File: src/rtl/muldiv_unit_if.sv
// muldiv_unit_if: request/response bundle between the issue stage, the
// muldiv_unit execute back end and the writeback stage.
interface muldiv_unit_if #(
  parameter int XLEN = 32
);
  logic            flush;
  logic            inValid;
  logic            inReady;
  logic [2:0]      command;
  logic            isWord;
  logic [XLEN-1:0] src1;
  logic [XLEN-1:0] src2;
  logic            outValid;
  logic            outReady;
  logic [XLEN-1:0] result;

  modport master (
    output flush, inValid, command, isWord, src1, src2, outReady,
    input  inReady, outValid, result
  );

  modport slave (
    input  flush, inValid, command, isWord, src1, src2, outReady,
    output inReady, outValid, result
  );
endinterface

File: src/rtl/muldiv_unit.sv
// muldiv_unit: iterative RV M-extension multiply/divide unit (XLEN 32 or 64, RV64 W forms).
// Optional macro MULDIV_FAST_MUL_EN: multiply ops use a single-cycle combinational multiplier.
module muldiv_unit #(
  parameter int XLEN = 32
) (
  input logic          clk,
  input logic          rstN,
  muldiv_unit_if.slave bus
);
  localparam int              CW        = $clog2(XLEN);
  localparam logic [2:0]      CmdMul    = 3'd0;
  localparam logic [2:0]      CmdMulh   = 3'd1;
  localparam logic [2:0]      CmdMulhsu = 3'd2;
  localparam logic [2:0]      CmdDiv    = 3'd4;
  localparam logic [2:0]      CmdRem    = 3'd6;
  localparam logic [XLEN-1:0] WordMask  = XLEN'(64'h0000_0000_FFFF_FFFF);

  typedef enum logic [1:0] {Idle = 2'd0, Run = 2'd1, Done = 2'd2} state_t;

  state_t          stateR, nextStateS;
  logic [CW-1:0]   cntR;
  logic [2:0]      cmdR;
  logic            wordR, negQR, negRR;
  logic [XLEN-1:0] opBR, accHiR, accLoR, resultR;

  // Bit 31 sign-extends W results; full-width results pass through.
  function automatic logic [XLEN-1:0] fmtRes(input logic [XLEN-1:0] v, input logic w);
    if (w && v[31]) return (v & WordMask) | ~WordMask;
    else if (w)     return v & WordMask;
    else            return v;
  endfunction

  // prod holds the unsigned 2N-bit product in its low bits.
  function automatic logic [XLEN-1:0] mulRes(input logic [2*XLEN-1:0] prod, input logic neg,
                                             input logic [2:0] cmd, input logic w);
    logic [2*XLEN-1:0] p;
    p = neg ? (~prod + (2*XLEN)'(1)) : prod;
    if (cmd == CmdMul) return fmtRes(p[XLEN-1:0], w);
    else if (w)        return fmtRes(XLEN'(p[63:32]), w);
    else               return p[2*XLEN-1:XLEN];
  endfunction

  logic            wordS, isDivS, isRemS, sgn1S, sgn2S, neg1S, neg2S;
  logic            divZeroS, ovfS, specialS, fastS, acceptS, lastS, borrowS;
  logic [XLEN-1:0] maskS, minS, mag1S, mag2S, specResS, fastResS, nextHiS, nextLoS, iterResS;
  logic [XLEN:0]   mulSumS, divShS, divDiffS;
  logic [2*XLEN-1:0] prodS, prodAlS;

  assign bus.inReady  = (stateR == Idle);
  assign bus.outValid = (stateR == Done);
  assign bus.result   = resultR;

  // Request decode: operating width, operand magnitudes, signs and special cases.
  always_comb begin
    wordS   = (XLEN == 64) && bus.isWord;
    isDivS  = bus.command[2];
    isRemS  = bus.command[1];
    maskS   = wordS ? WordMask : '1;
    minS    = wordS ? XLEN'(64'h0000_0000_8000_0000) : {1'b1, {(XLEN-1){1'b0}}};
    sgn1S   = (bus.command == CmdMulh) || (bus.command == CmdMulhsu) ||
              (bus.command == CmdDiv)  || (bus.command == CmdRem);
    sgn2S   = (bus.command == CmdMulh) || (bus.command == CmdDiv) || (bus.command == CmdRem);
    neg1S   = sgn1S && (wordS ? bus.src1[31] : bus.src1[XLEN-1]);
    neg2S   = sgn2S && (wordS ? bus.src2[31] : bus.src2[XLEN-1]);
    mag1S   = neg1S ? ((~bus.src1 + XLEN'(1)) & maskS) : (bus.src1 & maskS);
    mag2S   = neg2S ? ((~bus.src2 + XLEN'(1)) & maskS) : (bus.src2 & maskS);
    divZeroS = isDivS && ((bus.src2 & maskS) == '0);
    ovfS     = isDivS && !bus.command[0] && ((bus.src1 & maskS) == minS) &&
               ((bus.src2 & maskS) == maskS);
    specialS = divZeroS || ovfS;
    acceptS  = bus.inValid && (stateR == Idle) && !bus.flush;
    if (divZeroS)  specResS = isRemS ? fmtRes(bus.src1, wordS) : '1;
    else if (ovfS) specResS = isRemS ? '0 : fmtRes(bus.src1, wordS);
    else           specResS = '0;
  end

`ifdef MULDIV_FAST_MUL_EN
  logic [2*XLEN-1:0] fastProdS;
  assign fastS     = ~bus.command[2];
  assign fastProdS = {{XLEN{1'b0}}, mag1S} * {{XLEN{1'b0}}, mag2S};
  assign fastResS  = mulRes(fastProdS, neg1S ^ neg2S, bus.command, wordS);
`else
  assign fastS    = 1'b0;
  assign fastResS = '0;
`endif

  // One shift-add or restoring-divide step, plus the final result taken from that step.
  always_comb begin
    lastS    = (cntR == (wordR ? CW'(31) : CW'(XLEN-1)));
    mulSumS  = {1'b0, accHiR} + (accLoR[0] ? {1'b0, opBR} : '0);
    divShS   = {accHiR, accLoR[XLEN-1]};
    divDiffS = divShS - {1'b0, opBR};
    borrowS  = divDiffS[XLEN];
    if (cmdR[2]) begin
      nextHiS = borrowS ? divShS[XLEN-1:0] : divDiffS[XLEN-1:0];
      nextLoS = {accLoR[XLEN-2:0], ~borrowS};
    end else begin
      nextHiS = mulSumS[XLEN:1];
      nextLoS = {mulSumS[0], accLoR[XLEN-1:1]};
    end
    // A 32-step W multiply leaves the product 32 bits above its final position.
    prodS   = {nextHiS, nextLoS};
    prodAlS = wordR ? (prodS >> (XLEN-32)) : prodS;
    if (cmdR[2] && cmdR[1])  iterResS = fmtRes(negRR ? (~nextHiS + XLEN'(1)) : nextHiS, wordR);
    else if (cmdR[2])        iterResS = fmtRes(negQR ? (~nextLoS + XLEN'(1)) : nextLoS, wordR);
    else                     iterResS = mulRes(prodAlS, negQR, cmdR, wordR);
  end

  // FSM state register.
  always_ff @(posedge clk or negedge rstN) begin
    if (!rstN) stateR <= Idle;
    else       stateR <= nextStateS;
  end

  // FSM next state; flush overrides every state, including a same-cycle request.
  always_comb begin
    nextStateS = stateR;
    if (bus.flush) begin
      nextStateS = Idle;
    end else begin
      case (stateR)
        Idle:    nextStateS = acceptS ? ((specialS || fastS) ? Done : Run) : Idle;
        Run:     nextStateS = lastS ? Done : Run;
        Done:    nextStateS = bus.outReady ? Idle : Done;
        default: nextStateS = Idle;
      endcase
    end
  end

  // Operand capture on accept, iteration in Run, result register.
  always_ff @(posedge clk or negedge rstN) begin
    if (!rstN) begin
      cntR    <= '0;
      cmdR    <= 3'd0;
      wordR   <= 1'b0;
      negQR   <= 1'b0;
      negRR   <= 1'b0;
      opBR    <= '0;
      accHiR  <= '0;
      accLoR  <= '0;
      resultR <= '0;
    end else begin
      case (stateR)
        Idle: begin
          if (acceptS) begin
            cntR   <= '0;
            cmdR   <= bus.command;
            wordR  <= wordS;
            negQR  <= neg1S ^ neg2S;
            negRR  <= neg1S;
            accHiR <= '0;
            opBR   <= isDivS ? mag2S : mag1S;
            // Dividend is left-aligned so its top bit is shifted in first.
            accLoR <= isDivS ? (wordS ? (mag1S << (XLEN-32)) : mag1S) : mag2S;
            if (specialS)   resultR <= specResS;
            else if (fastS) resultR <= fastResS;
          end
        end
        Run: begin
          accHiR <= nextHiS;
          accLoR <= nextLoS;
          cntR   <= cntR + CW'(1);
          if (lastS) resultR <= iterResS;
        end
        default: ;
      endcase
    end
  end
endmodule

File: src/flat_wrapper.sv
// flat-port wrapper written by rule: the top's interface ports become plain ports
module muldiv_unit_flat 
#(
  parameter int XLEN = 32
)
  (clk, rstN, bus_flush, bus_inValid, bus_command, bus_isWord, bus_src1, bus_src2, bus_outReady, bus_inReady, bus_outValid, bus_result);
  muldiv_unit_if #(.XLEN(XLEN)) bus_i ();
  input logic clk;
  input logic rstN;
  input wire logic [$bits(bus_i.flush)-1:0] bus_flush;
  input wire logic [$bits(bus_i.inValid)-1:0] bus_inValid;
  input wire logic [$bits(bus_i.command)-1:0] bus_command;
  input wire logic [$bits(bus_i.isWord)-1:0] bus_isWord;
  input wire logic [$bits(bus_i.src1)-1:0] bus_src1;
  input wire logic [$bits(bus_i.src2)-1:0] bus_src2;
  input wire logic [$bits(bus_i.outReady)-1:0] bus_outReady;
  output wire logic [$bits(bus_i.inReady)-1:0] bus_inReady;
  output wire logic [$bits(bus_i.outValid)-1:0] bus_outValid;
  output wire logic [$bits(bus_i.result)-1:0] bus_result;
  assign bus_i.flush = bus_flush;
  assign bus_i.inValid = bus_inValid;
  assign bus_i.command = bus_command;
  assign bus_i.isWord = bus_isWord;
  assign bus_i.src1 = bus_src1;
  assign bus_i.src2 = bus_src2;
  assign bus_i.outReady = bus_outReady;
  assign bus_inReady = bus_i.inReady;
  assign bus_outValid = bus_i.outValid;
  assign bus_result = bus_i.result;
  muldiv_unit #(.XLEN(XLEN)) u_core (.clk(clk), .rstN(rstN), .bus(bus_i));
endmodule
File: config.mk
export PLATFORM = sky130hd
export DESIGN_NAME = muldiv_unit_flat
export DESIGN_NICKNAME = d
export VERILOG_FILES = /design/src/rtl/muldiv_unit_if.sv /design/src/rtl/muldiv_unit.sv /design/src/flat_wrapper.sv
export SDC_FILE = /design/constraint.sdc
export NUM_CORES = 1
export LEC_CHECK = 0
export CORE_MARGIN = 2
export CORE_UTILIZATION = 50
export CTS_CLUSTER_DIAMETER = 150
export DETAILED_ROUTE_END_ITERATION = 12
export PLACE_DENSITY = 0.69
export SYNTH_ARGS = -nofsm -noshare
export SYNTH_HDL_FRONTEND = slang
export SYNTH_SLANG_ARGS = --single-unit
File: constraint.sdc
create_clock -name clk -period 6.9 [get_ports clk]
set_input_delay 1.035 -clock clk [delete_from_list [all_inputs] [get_ports clk]]
set_output_delay 1.035 -clock clk [all_outputs]
set_load 0.05 [all_outputs]
==> flow_summary.toml <==
[run_status]
status = "complete, no violations"

[pwr]
ir_drop_mv = 0.1915
clkPwrFrac = 0.135
p_leak_nw = 7.429
sw_frac_of_total = 0.5516
power_density_nw_per_um2 = 417.3
combPwrFrac = 0.685
seqPwrFrac = 0.180
p_int_mw = 3.414
p_sw_mw = 4.199

[clock_network]
holdBufCountCts = 0
clk_latency_ns = 0.46
cts_resized = 0
htreeDepth = 4
root_buffer = "clkbuf_16"
cts_tree = "built"
cts_buffers = 17
clkSinkCount = 140
clkSlewWorstSetupHoldPaths_ns = 0.08
clockBufferDepth = 2
post_cts_buffers = 0

[setup_path]
crit_family = "compound AO/OA/AOI/OAI gates"
r2r_start = "u_core.accLoR[31]"
path_buf_inv = 3
cp_max_fo = 5
slowest_stage = "a211oi_1"
cp_data_arrival_time_ns = 6.34
cp-start-kind = "register"
r2r-end = "u_core.bus.result[0]"
r2r_cells = 25
startpoint = "u_core.accLoR[31]"
rrSetupSlack_ns = 0.90
worstSetupPathType = "reg2reg"
max_stage_delay_ns = 0.53
endpoint_kind = "register"
crit_required_ns = 7.24

[synthesis]
ys_seq_area_frac = 0.2156
ys_warn_count = 0
synth_compound_area_frac = 0.3040
async_flop_share = 1.000
synth_top_family_by_area = "compound AO/OA/AOI/OAI gates"
synth.area.mux_share = 0.03104
ys_seq_elements = 140
synthAdderAreaFrac = 0.05714
synth_area_um2 = 16250
synth-edff-count = 0
synth_ff_type = "dfrtp_1"
syn_avg_cell_area_um2 = 7.312
syn_nets = 2368
synthXorXnorAreaFrac = 0.09272
netlist_instances = 2222
synth_cell_types = 103
synth-simple-area-share = 0.2457

[die]
fp.coreArea_um2 = 32290
rows = 66
ios = 107
die_x_um = 184.3
dieHeight_um = 184.3
initial_core_util = 0.5032
dieArea_um2 = 33950

[sta]
fin_skew_ns = 0.01694
timing.fmax_ghz = 0.1665
drv_slew = 0
finalSetupViolCount = 0
fin_setup_tns_ns = 0
hold_violations = 0
slew_headroom = 0.1951
rsz0062_at_grt = "false"
period_minus_slack_ns = 6.005
whs_ns = 0.4842
min_period_over_period = 0.8703
tightest_slew_ns = 1.207

[global_route]
grt_busiest_layer = "met2"
overflow = 0
first_global_vias = 16700
antenna_found_initial = 3
met3_usage = 0.06698
grt_first_pass_wirelength_um = 101500
grt_use_met1 = 0.5099
grtUsageTotal = 0.3966
grt_start_max_net_pins = 105
met2_usage = 0.6477

[routing]
vias = 17870
antenna_left = 0
drc = 0
postRouteWirelength_um = 67280
wl_per_cell_um = 24.84
viasPerCell = 6.598
firstDrtPassIters = 6
drt-initial-drc-count = 2381

[finish]
areaGrowthSynthToFinish_pct = 12.29
utilization = 0.5650
multi_input_area_um2 = 11900
num-fill-cells = 3104
diodes = 0
num-nets-final = 2399
regArea_um2 = 3507
layout-drive-gt1-share = 0.06267
final_cells = 2708

[flow_run]
drv_cap = 0

[hold_path]
hold_end = "u_core.bus.result[6]"
min_path_type = "reg2reg"
min_path_cells = 1
worstHoldStart = "u_core.bus.result[6]"

[place]
dp_hpwl_um = 51780
place.gp.congestion = 1.022
portBuffers = 105
placedCellCount = 2676
## cells in the mapped netlist, drive strengths merged (47+ instances only)
cell type / count / share of area
and2: 50 / 0.019
dfrtp: 140 / 0.22
nor3: 68 / 0.021
nor2: 199 / 0.046
o21ai: 204 / 0.063
a21oi: 187 / 0.058
xnor2: 87 / 0.047
nand2: 268 / 0.063
clkbuf: 110 / 0.026
mux2i: 47 / 0.029
xor2: 85 / 0.046
ha: 71 / 0.055
nand3: 76 / 0.024
inv: 71 / 0.016
## routing by layer
metal  share of wire  vias to the layer above
met4           0.050                        4
met3           0.084                      182
li1                -                     8251
met5         0.00030                        -
met2            0.45                      921
met1            0.41                     8510
## layout by cell type, fill, tap and decap left out, types with 49 or more instances in the layout
cell type / count
xnor2_1: 87
ha_1: 71
nand3_1: 74
xor2_1: 85
clkdlybuf4s50_1: 103
nor3_1: 67
dfrtp_1: 139
inv_1: 71
and2_1: 49
nand2_1: 266
nor2_1: 197
a21oi_1: 186
o21ai_0: 200
## state kept, by name, indices dropped and copies added, names as in the netlist
register and count:
u_core.accHiR 32, u_core.accLoR 32, u_core.bus.result 32, u_core.opBR 32
u_core.cntR 5, u_core.cmdR 3, u_core.stateR 2, u_core.negQR 1
u_core.negRR 1
## power groups by stage
| stage | sequential [mW] | clock, mW | combinational [mW] |
|---|---|---|---|
| finish | 1.37 | 1.03 | 5.21 |
| global route | 1.40 | 1.06 | 5.60 |
| CTS | 1.35 | 1.03 | 5.07 |
| detailed placement | 1.37 | 0 | 5.03 |
| global placement | 1.36 | 0 | 4.98 |
| floorplan | 1.38 | 0 | 3.53 |
## cells by family (layout without fill, tap and decap cells)
kind of cell | Yosys count | after routing
fa+ha+maj | 73 | 73
compound gates | 745 | 745
simple gates | 832 | 832
xor+xnor | 172 | 172
flops | 140 | 140
buf+inv | 210 | 254
mux | 50 | 50
## how the worst max path moves through the flow
stage | end | slack (ns) | cells after the start
global route | u_core.bus.result[0] | 0.59 | 25
global placement | u_core.bus.result[0] | 1.17 | 25
floorplan | u_core.bus.result[0] | 1.59 | 26
finish | u_core.bus.result[0] | 0.90 | 25
CTS | u_core.bus.result[0] | 1.03 | 25
detailed placement | u_core.bus.result[0] | 1.10 | 25
## stage by stage
| stage | power [mW] | instance area, um2 | worst slack [ns] |
|---|---|---|---|
| final | 7.613 | 18240 | 0.8953 |
| after global placement | 6.339 | 17620 | 1.175 |
| after CTS | 7.451 | 18240 | 1.034 |
| after detailed placement | 6.401 | 17620 | 1.098 |
| after global routing | 8.058 | 18240 | 0.5909 |
| after floorplan | 4.902 | 16250 | 1.595 |
## final cells by class
| cell class | instances | area share |
|---|---|---|
| Timing Repair Buffer | 151 | 0.07633 |
| Clock buffer | 18 | 0.02407 |
| Sequential cell | 140 | 0.1922 |
| Inverter | 71 | 0.01461 |
| Clock inverter | 14 | 0.01008 |
| Tap cell | 442 | 0.03031 |
| Multi-Input combinational cell | 1872 | 0.6524 |
(Power assumes the default switching activity.)
